File: src/rtl/calc_pkg.sv
// Shared types and constants for the keypad BCD calculator sequencer.
// Holds the FSM state encoding, special key codes and display-select codes.
package calc_pkg;

    typedef enum logic [1:0] {
        ENTER_A  = 2'd0,
        ENTER_B  = 2'd1,
        SHOW_SUM = 2'd2
    } state_t;

    localparam logic [3:0] KEY_PLUS = 4'hA;
    localparam logic [3:0] KEY_EQ   = 4'hB;
    localparam logic [3:0] KEY_CLR  = 4'hC;

    localparam logic [1:0] SEL_A   = 2'b00;
    localparam logic [1:0] SEL_B   = 2'b01;
    localparam logic [1:0] SEL_SUM = 2'b10;

    function automatic logic is_digit(input logic [3:0] code);
        return code <= 4'h9;
    endfunction

    function automatic logic [1:0] sel_of(input state_t st);
        case (st)
            ENTER_B:  return SEL_B;
            SHOW_SUM: return SEL_SUM;
            default:  return SEL_A;
        endcase
    endfunction

endpackage

File: src/rtl/module_bcd_entry_reg.sv
// One BCD operand register with left-shift digit entry and saturation check.
// The digit count lives in the sequencer; this block only compares against it.
module module_bcd_entry_reg #(
    parameter int MAX_DIGITS = 3,
    parameter int DIGIT_W    = 4
) (
    input  logic                          clk,
    input  logic                          rst,
    input  logic                          clr,
    input  logic                          shift_en,
    input  logic [DIGIT_W-1:0]            digit,
    input  logic                          preload_en,
    input  logic [MAX_DIGITS*DIGIT_W-1:0] preload_val,
    input  logic [1:0]                    cnt,
    output logic [MAX_DIGITS*DIGIT_W-1:0] value,
    output logic                          full
);

    localparam int         OP_W    = MAX_DIGITS * DIGIT_W;
    localparam logic [1:0] MAX_CNT = 2'(MAX_DIGITS);

    logic [OP_W-1:0] value_d, value_q;

    assign full  = (cnt >= MAX_CNT);
    assign value = value_q;

    always_comb begin
        value_d = value_q;
        if (clr) begin
            value_d = '0;
        end else if (preload_en) begin
            value_d = preload_val;
        end else if (shift_en && !full) begin
            value_d = {value_q[OP_W-DIGIT_W-1:0], digit};
        end
    end

    always_ff @(posedge clk) begin
        if (!rst) begin
            value_q <= '0;
        end else begin
            value_q <= value_d;
        end
    end

endmodule

File: src/rtl/module_calc_ctrl.sv
// Central sequencer for the keypad BCD adder: key press detection, operand
// entry for A and B, and result display control.
module module_calc_ctrl
    import calc_pkg::*;
#(
    parameter int MAX_DIGITS = 3,
    parameter int DIGIT_W    = 4
) (
    input  logic                          clk,
    input  logic                          rst,
    input  logic                          key_valid,
    input  logic [3:0]                    key_code,
    output logic [MAX_DIGITS*DIGIT_W-1:0] operand_a,
    output logic [MAX_DIGITS*DIGIT_W-1:0] operand_b,
    output logic [1:0]                    disp_sel,
    output logic                          sum_valid,
    output logic [1:0]                    digit_cnt,
    output logic                          err
);

    localparam int OP_W = MAX_DIGITS * DIGIT_W;

    state_t          state_d, state_q;
    logic [1:0]      digit_cnt_d, digit_cnt_q;
    logic            err_d, err_q;
    logic [1:0]      disp_sel_d, disp_sel_q;
    logic            sum_valid_d, sum_valid_q;
    logic            key_valid_q, armed_d, armed_q;
    logic            press;
    logic            a_clr, a_shift, a_pre, a_full;
    logic            b_clr, b_shift, b_full;
    logic [OP_W-1:0] digit_ext;

    // armed_q stays low after reset until the key is seen released, so a key
    // held through reset never produces a press.
    assign press     = key_valid & ~key_valid_q & armed_q;
    assign armed_d   = armed_q | ~key_valid;
    assign digit_ext = OP_W'(key_code);

    always_comb begin
        state_d     = state_q;
        digit_cnt_d = digit_cnt_q;
        err_d       = 1'b0;
        a_clr       = 1'b0;
        a_shift     = 1'b0;
        a_pre       = 1'b0;
        b_clr       = 1'b0;
        b_shift     = 1'b0;
        if (press) begin
            if (key_code == KEY_CLR) begin
                state_d     = ENTER_A;
                digit_cnt_d = 2'd0;
                a_clr       = 1'b1;
                b_clr       = 1'b1;
            end else if (key_code > KEY_CLR) begin
                err_d = 1'b1;
            end else begin
                case (state_q)
                    ENTER_A: begin
                        if (is_digit(key_code)) begin
                            if (a_full) begin
                                err_d = 1'b1;
                            end else begin
                                a_shift     = 1'b1;
                                digit_cnt_d = digit_cnt_q + 2'd1;
                            end
                        end else if (key_code == KEY_PLUS) begin
                            state_d     = ENTER_B;
                            digit_cnt_d = 2'd0;
                            b_clr       = 1'b1;
                        end else begin
                            err_d = 1'b1;
                        end
                    end
                    ENTER_B: begin
                        if (is_digit(key_code)) begin
                            if (b_full) begin
                                err_d = 1'b1;
                            end else begin
                                b_shift     = 1'b1;
                                digit_cnt_d = digit_cnt_q + 2'd1;
                            end
                        end else if (key_code == KEY_EQ) begin
                            state_d = SHOW_SUM;
                        end else begin
                            err_d = 1'b1;
                        end
                    end
                    SHOW_SUM: begin
                        // A digit starts a fresh sum; '+' chains onto A.
                        if (is_digit(key_code)) begin
                            state_d     = ENTER_A;
                            digit_cnt_d = 2'd1;
                            a_pre       = 1'b1;
                            b_clr       = 1'b1;
                        end else if (key_code == KEY_PLUS) begin
                            state_d     = ENTER_B;
                            digit_cnt_d = 2'd0;
                            b_clr       = 1'b1;
                        end
                    end
                    default: begin
                        state_d = ENTER_A;
                    end
                endcase
            end
        end
        disp_sel_d  = sel_of(state_d);
        sum_valid_d = (state_d == SHOW_SUM);
    end

    always_ff @(posedge clk) begin
        if (!rst) begin
            state_q     <= ENTER_A;
            digit_cnt_q <= 2'd0;
            err_q       <= 1'b0;
            disp_sel_q  <= SEL_A;
            sum_valid_q <= 1'b0;
            key_valid_q <= 1'b0;
            armed_q     <= 1'b0;
        end else begin
            state_q     <= state_d;
            digit_cnt_q <= digit_cnt_d;
            err_q       <= err_d;
            disp_sel_q  <= disp_sel_d;
            sum_valid_q <= sum_valid_d;
            key_valid_q <= key_valid;
            armed_q     <= armed_d;
        end
    end

    module_bcd_entry_reg #(.MAX_DIGITS(MAX_DIGITS), .DIGIT_W(DIGIT_W)) u_reg_a (
        .clk         (clk),
        .rst         (rst),
        .clr         (a_clr),
        .shift_en    (a_shift),
        .digit       (DIGIT_W'(key_code)),
        .preload_en  (a_pre),
        .preload_val (digit_ext),
        .cnt         (digit_cnt_q),
        .value       (operand_a),
        .full        (a_full)
    );

    module_bcd_entry_reg #(.MAX_DIGITS(MAX_DIGITS), .DIGIT_W(DIGIT_W)) u_reg_b (
        .clk         (clk),
        .rst         (rst),
        .clr         (b_clr),
        .shift_en    (b_shift),
        .digit       (DIGIT_W'(key_code)),
        .preload_en  (1'b0),
        .preload_val ('0),
        .cnt         (digit_cnt_q),
        .value       (operand_b),
        .full        (b_full)
    );

    assign digit_cnt = digit_cnt_q;
    assign err       = err_q;
    assign disp_sel  = disp_sel_q;
    assign sum_valid = sum_valid_q;

endmodule

File: config.mk
export PLATFORM = sky130hd
export DESIGN_NAME = module_calc_ctrl
export DESIGN_NICKNAME = d
export VERILOG_FILES = /design/src/rtl/calc_pkg.sv /design/src/rtl/module_bcd_entry_reg.sv /design/src/rtl/module_calc_ctrl.sv
export SDC_FILE = /design/constraint.sdc
export NUM_CORES = 1
export LEC_CHECK = 0
export ABC_AREA = 1
export ABC_CLOCK_PERIOD_IN_PS = 2900
export CAP_MARGIN = 5
export CORE_MARGIN = 3
export CORE_UTILIZATION = 53
export CTS_CLUSTER_SIZE = 16
export DETAILED_ROUTE_END_ITERATION = 12
export MAX_ROUTING_LAYER = met4
export PLACE_DENSITY = 0.84
export SKIP_LAST_GASP = 1
export SLEW_MARGIN = 20
export SYNTH_ARGS = -nofsm -noshare
export SYNTH_HDL_FRONTEND = slang
export SYNTH_SLANG_ARGS = --single-unit
File: constraint.sdc
create_clock -name clk -period 2.9 [get_ports clk]
set_input_delay 0.58 -clock clk [delete_from_list [all_inputs] [get_ports clk]]
set_output_delay 0.58 -clock clk [all_outputs]
set_load 0.05 [all_outputs]
==> flow_summary.yaml <==
worst_setup_path:
  worst-r2r-cell-count: 5
  worstSetupEndpointType: "output port"
  start_kind: "flop"
  arrival_ps: 1710
  critPathKind: "reg -> out"
  crit_path_top_delay_cell: "clkdlybuf4s50_1"
  path_buf_inv: 1
  critical_path.top_delay_family: "buffers and inverters"
  max_stage_delay_ps: 870
  path_max_fanout: 6
  reg2reg_setup_slack_ps: 1120
  crit_required_ps: 2320
  reg2reg_from: "state_q[1]"
  r2r-end: "u_reg_b.value[0]"
  path_cells: "clkdlybuf4s50_1"
sta:
  rsz0062_at_grt: "no"
  tightest_slew_ps: 651.1
  tns_ps: 0
  hold_viol: 0
  drv_slew: 0
  clock-skew-final_ps: 10.30
  setup_viol: 0
  fmax_mhz: 435.7
  min_period_over_period: 0.7914
  slew_headroom: 0.5659
  layout_min_cycle_time_ps: 2295
clock_tree:
  cts_tree: "done"
  ctsRootBufferMaster: "clkbuf_4"
  post_cts_buffers: 0
  cts-htree-levels: 2
  cts-resized-gates: 0
  clkTransAtPathRegs_ps: 100
  cts_buffer_depth: 2
  clock-sinks: 33
  insertion_delay_ps: 340
  numCtsBuffers: 5
  holdBufCountCts: 0
status:
  status: "finished clean"
global_route:
  antenna_found_initial: 0
  grt_pass1_vias: 1318
  grt_pass1_wl_um: 5699
  grt_max_degree: 20
  grt_overflow: 0
  grtUsageTotal: 0.2143
layout:
  n_antenna_cell: 0
  layout.nets: 261
  drive_gt1_frac: 0.1434
  final_area_mm2: 0.002012
  syn2layout_area_growth_pct: 25.23
  fill_cells: 255
yosys:
  synth_area_leaders: "dfxtp_1 (41%), nand2_1 (14%), a21oi_2 (6.0%)"
  synth_top_cell_area_share: 0.4112
  synth.cells.most_frequent: "nand2_1 (61), dfxtp_1 (33), a21oi_1 (19)"
  yosys.area.top_type: "dfxtp_1"
  synth_fa_ha_area_frac: 0.03115
  synth_edf_count: 0
  synth_top_family_by_area: "simple AND/OR/NAND/NOR gates"
  ys_async_sr_fraction: 0
  synth-compound-area-share: 0.1651
  ys_ff_latch: 33
  synth_most_common_cell: "nand2_1"
  ys.flop_type: "dfxtp_1"
  synth_fp_nets: 225
  ys_types: 28
  muxShareOfSynthArea: 0
  syn_inst: 214
  synth-xor-area-share: 0
  synth_area_per_cell_um2: 7.507
  yosys.area_share.simple: 0.3030
  syn-cell-area_mm2: 0.001607
  yosysWarningCount: 0
  ys_seq_area_frac: 0.4112
floorplan:
  fp.dieArea_mm2: 0.003728
  die-width_um: 61.06
  num_io_pins: 37
  die_y_um: 61.06
  rows: 19
  initial_core_util: 0.5679
  core_area_mm2: 0.002829
power_and_ir_drop:
  power_density_mw_per_mm2: 398.9
  vdd_ir_drop_max_v: 0.0002713
  p_leak_nw: 0.7809
worst_hold_path:
  worstHoldEndpoint: "armed_q"
  hold_class: "reg -> reg"
  whs_path_depth: 2
  hold_start: "armed_q"
routing:
  avgViaCountPerCell: 5.397
  drtAntennaViolNets: 0
  routed_wl_um: 3430
  drt_iter0_markers: 104
  drc: 0
  dr.pass1.iters: 4
  vias: 1522
  avgRoutedWirePerCell_um: 12.16
placed_design:
  post_dp_cell_area_mm2: 0.001957
  gp_congestion: 0.9726
  dp_hpwl_um: 2572
  port_buffers: 36
flow_run:
  maxCapViolCount: 0
-- per-stage QoR --
step	utilization	total power, mW	setup WS, ps	cells	hold slack (ps)
floorplan	-	0.5348	1419	214	426.1
global placement	0.6917	0.5621	634.2	274	434.1
detailed placement	0.6917	0.5629	596.5	274	440.5
CTS	0.7112	0.8139	590.7	282	456.2
global route	0.7112	0.8454	542.9	282	483.2
finish	0.7112	0.8026	605.0	282	450.8
-- cell type report --
type	count	area (um2)	area share
clock buffers	5	37.54	0.01866
well taps	31	38.79	0.01928
clock inverters	3	17.52	0.008706
multi-input cells	150	802.0	0.3986
repair buffers	37	367.9	0.1828
inverters	23	87.58	0.04353
flip-flops and latches	33	660.6	0.3284
-- how the worst max path moves through the flow --
stage,to,slack (ps),cells after the start,startpoint
2_1_floorplan,u_reg_a.value[1],1420,7,key_code[3]
5_1_grt,digit_cnt[0],540,1,digit_cnt[0]
3_5_place_dp,u_reg_a.value[5],600,8,key_code[3]
4_1_cts,digit_cnt[0],590,1,digit_cnt[0]
6_report,digit_cnt[0],610,1,digit_cnt[0]
3_3_place_gp,u_reg_a.value[2],630,8,key_code[3]
-- power by group --
group | leakage, nW | internal (mW) | switching (mW) | total [mW]
Combinational | 0.483 | 0.0284 | 0.0616 | 0.0900
Clock | 0.0310 | 0.0912 | 0.158 | 0.250
Sequential | 0.267 | 0.459 | 0.00425 | 0.463
-- routing by layer --
metal	wire length (um)	GRT usage
met1	1459	0.2484
met2	1750	0.3489
met3	159	0.05870
met4	61	0.08669
met5	0	-
-- sequential cells by signal (all words and copies together), names as in the netlist --
register,count
u_reg_a.value,12
u_reg_b.value,12
digit_cnt,2
disp_sel,2
state_q,2
armed_q,1
err,1
key_valid_q,1
-- placed cells by master, fill, tap and decap left out, types with 3 or more instances in the layout --
cell | synthesis | final
ha_1 | 4 | 4
clkinv_2 | 1 | 3
dfxtp_1 | 33 | 33
a21oi_1 | 19 | 19
nand3_1 | 7 | 7
o21ai_0 | 7 | 7
inv_1 | 18 | 18
a21oi_2 | 11 | 11
clkdlybuf4s50_1 | 0 | 36
nor2_1 | 13 | 13
nand4_1 | 12 | 12
clkbuf_4 | 0 | 5
nand2_1 | 61 | 61
nand2_2 | 4 | 4
inv_2 | 3 | 3
-- logic make-up after synthesis --
kind of cell,Yosys count
flip-flops,33
buffers and inverters,31
AND/OR/NAND/NOR,105
AO/OA/AOI/OAI,41
adder cells (fa/ha/maj),4
-- worst reg2reg max path: cells and delay by family (launching register included) --
family | cells | cell delay (ps)
DFF | 1 | 350
AOI/OAI and AO/OA | 1 | 60
buffers and inverters | 1 | 110
adders and majority gates | 1 | 580
and+or+nand+nor | 2 | 580
(Power assumes the default switching activity.)
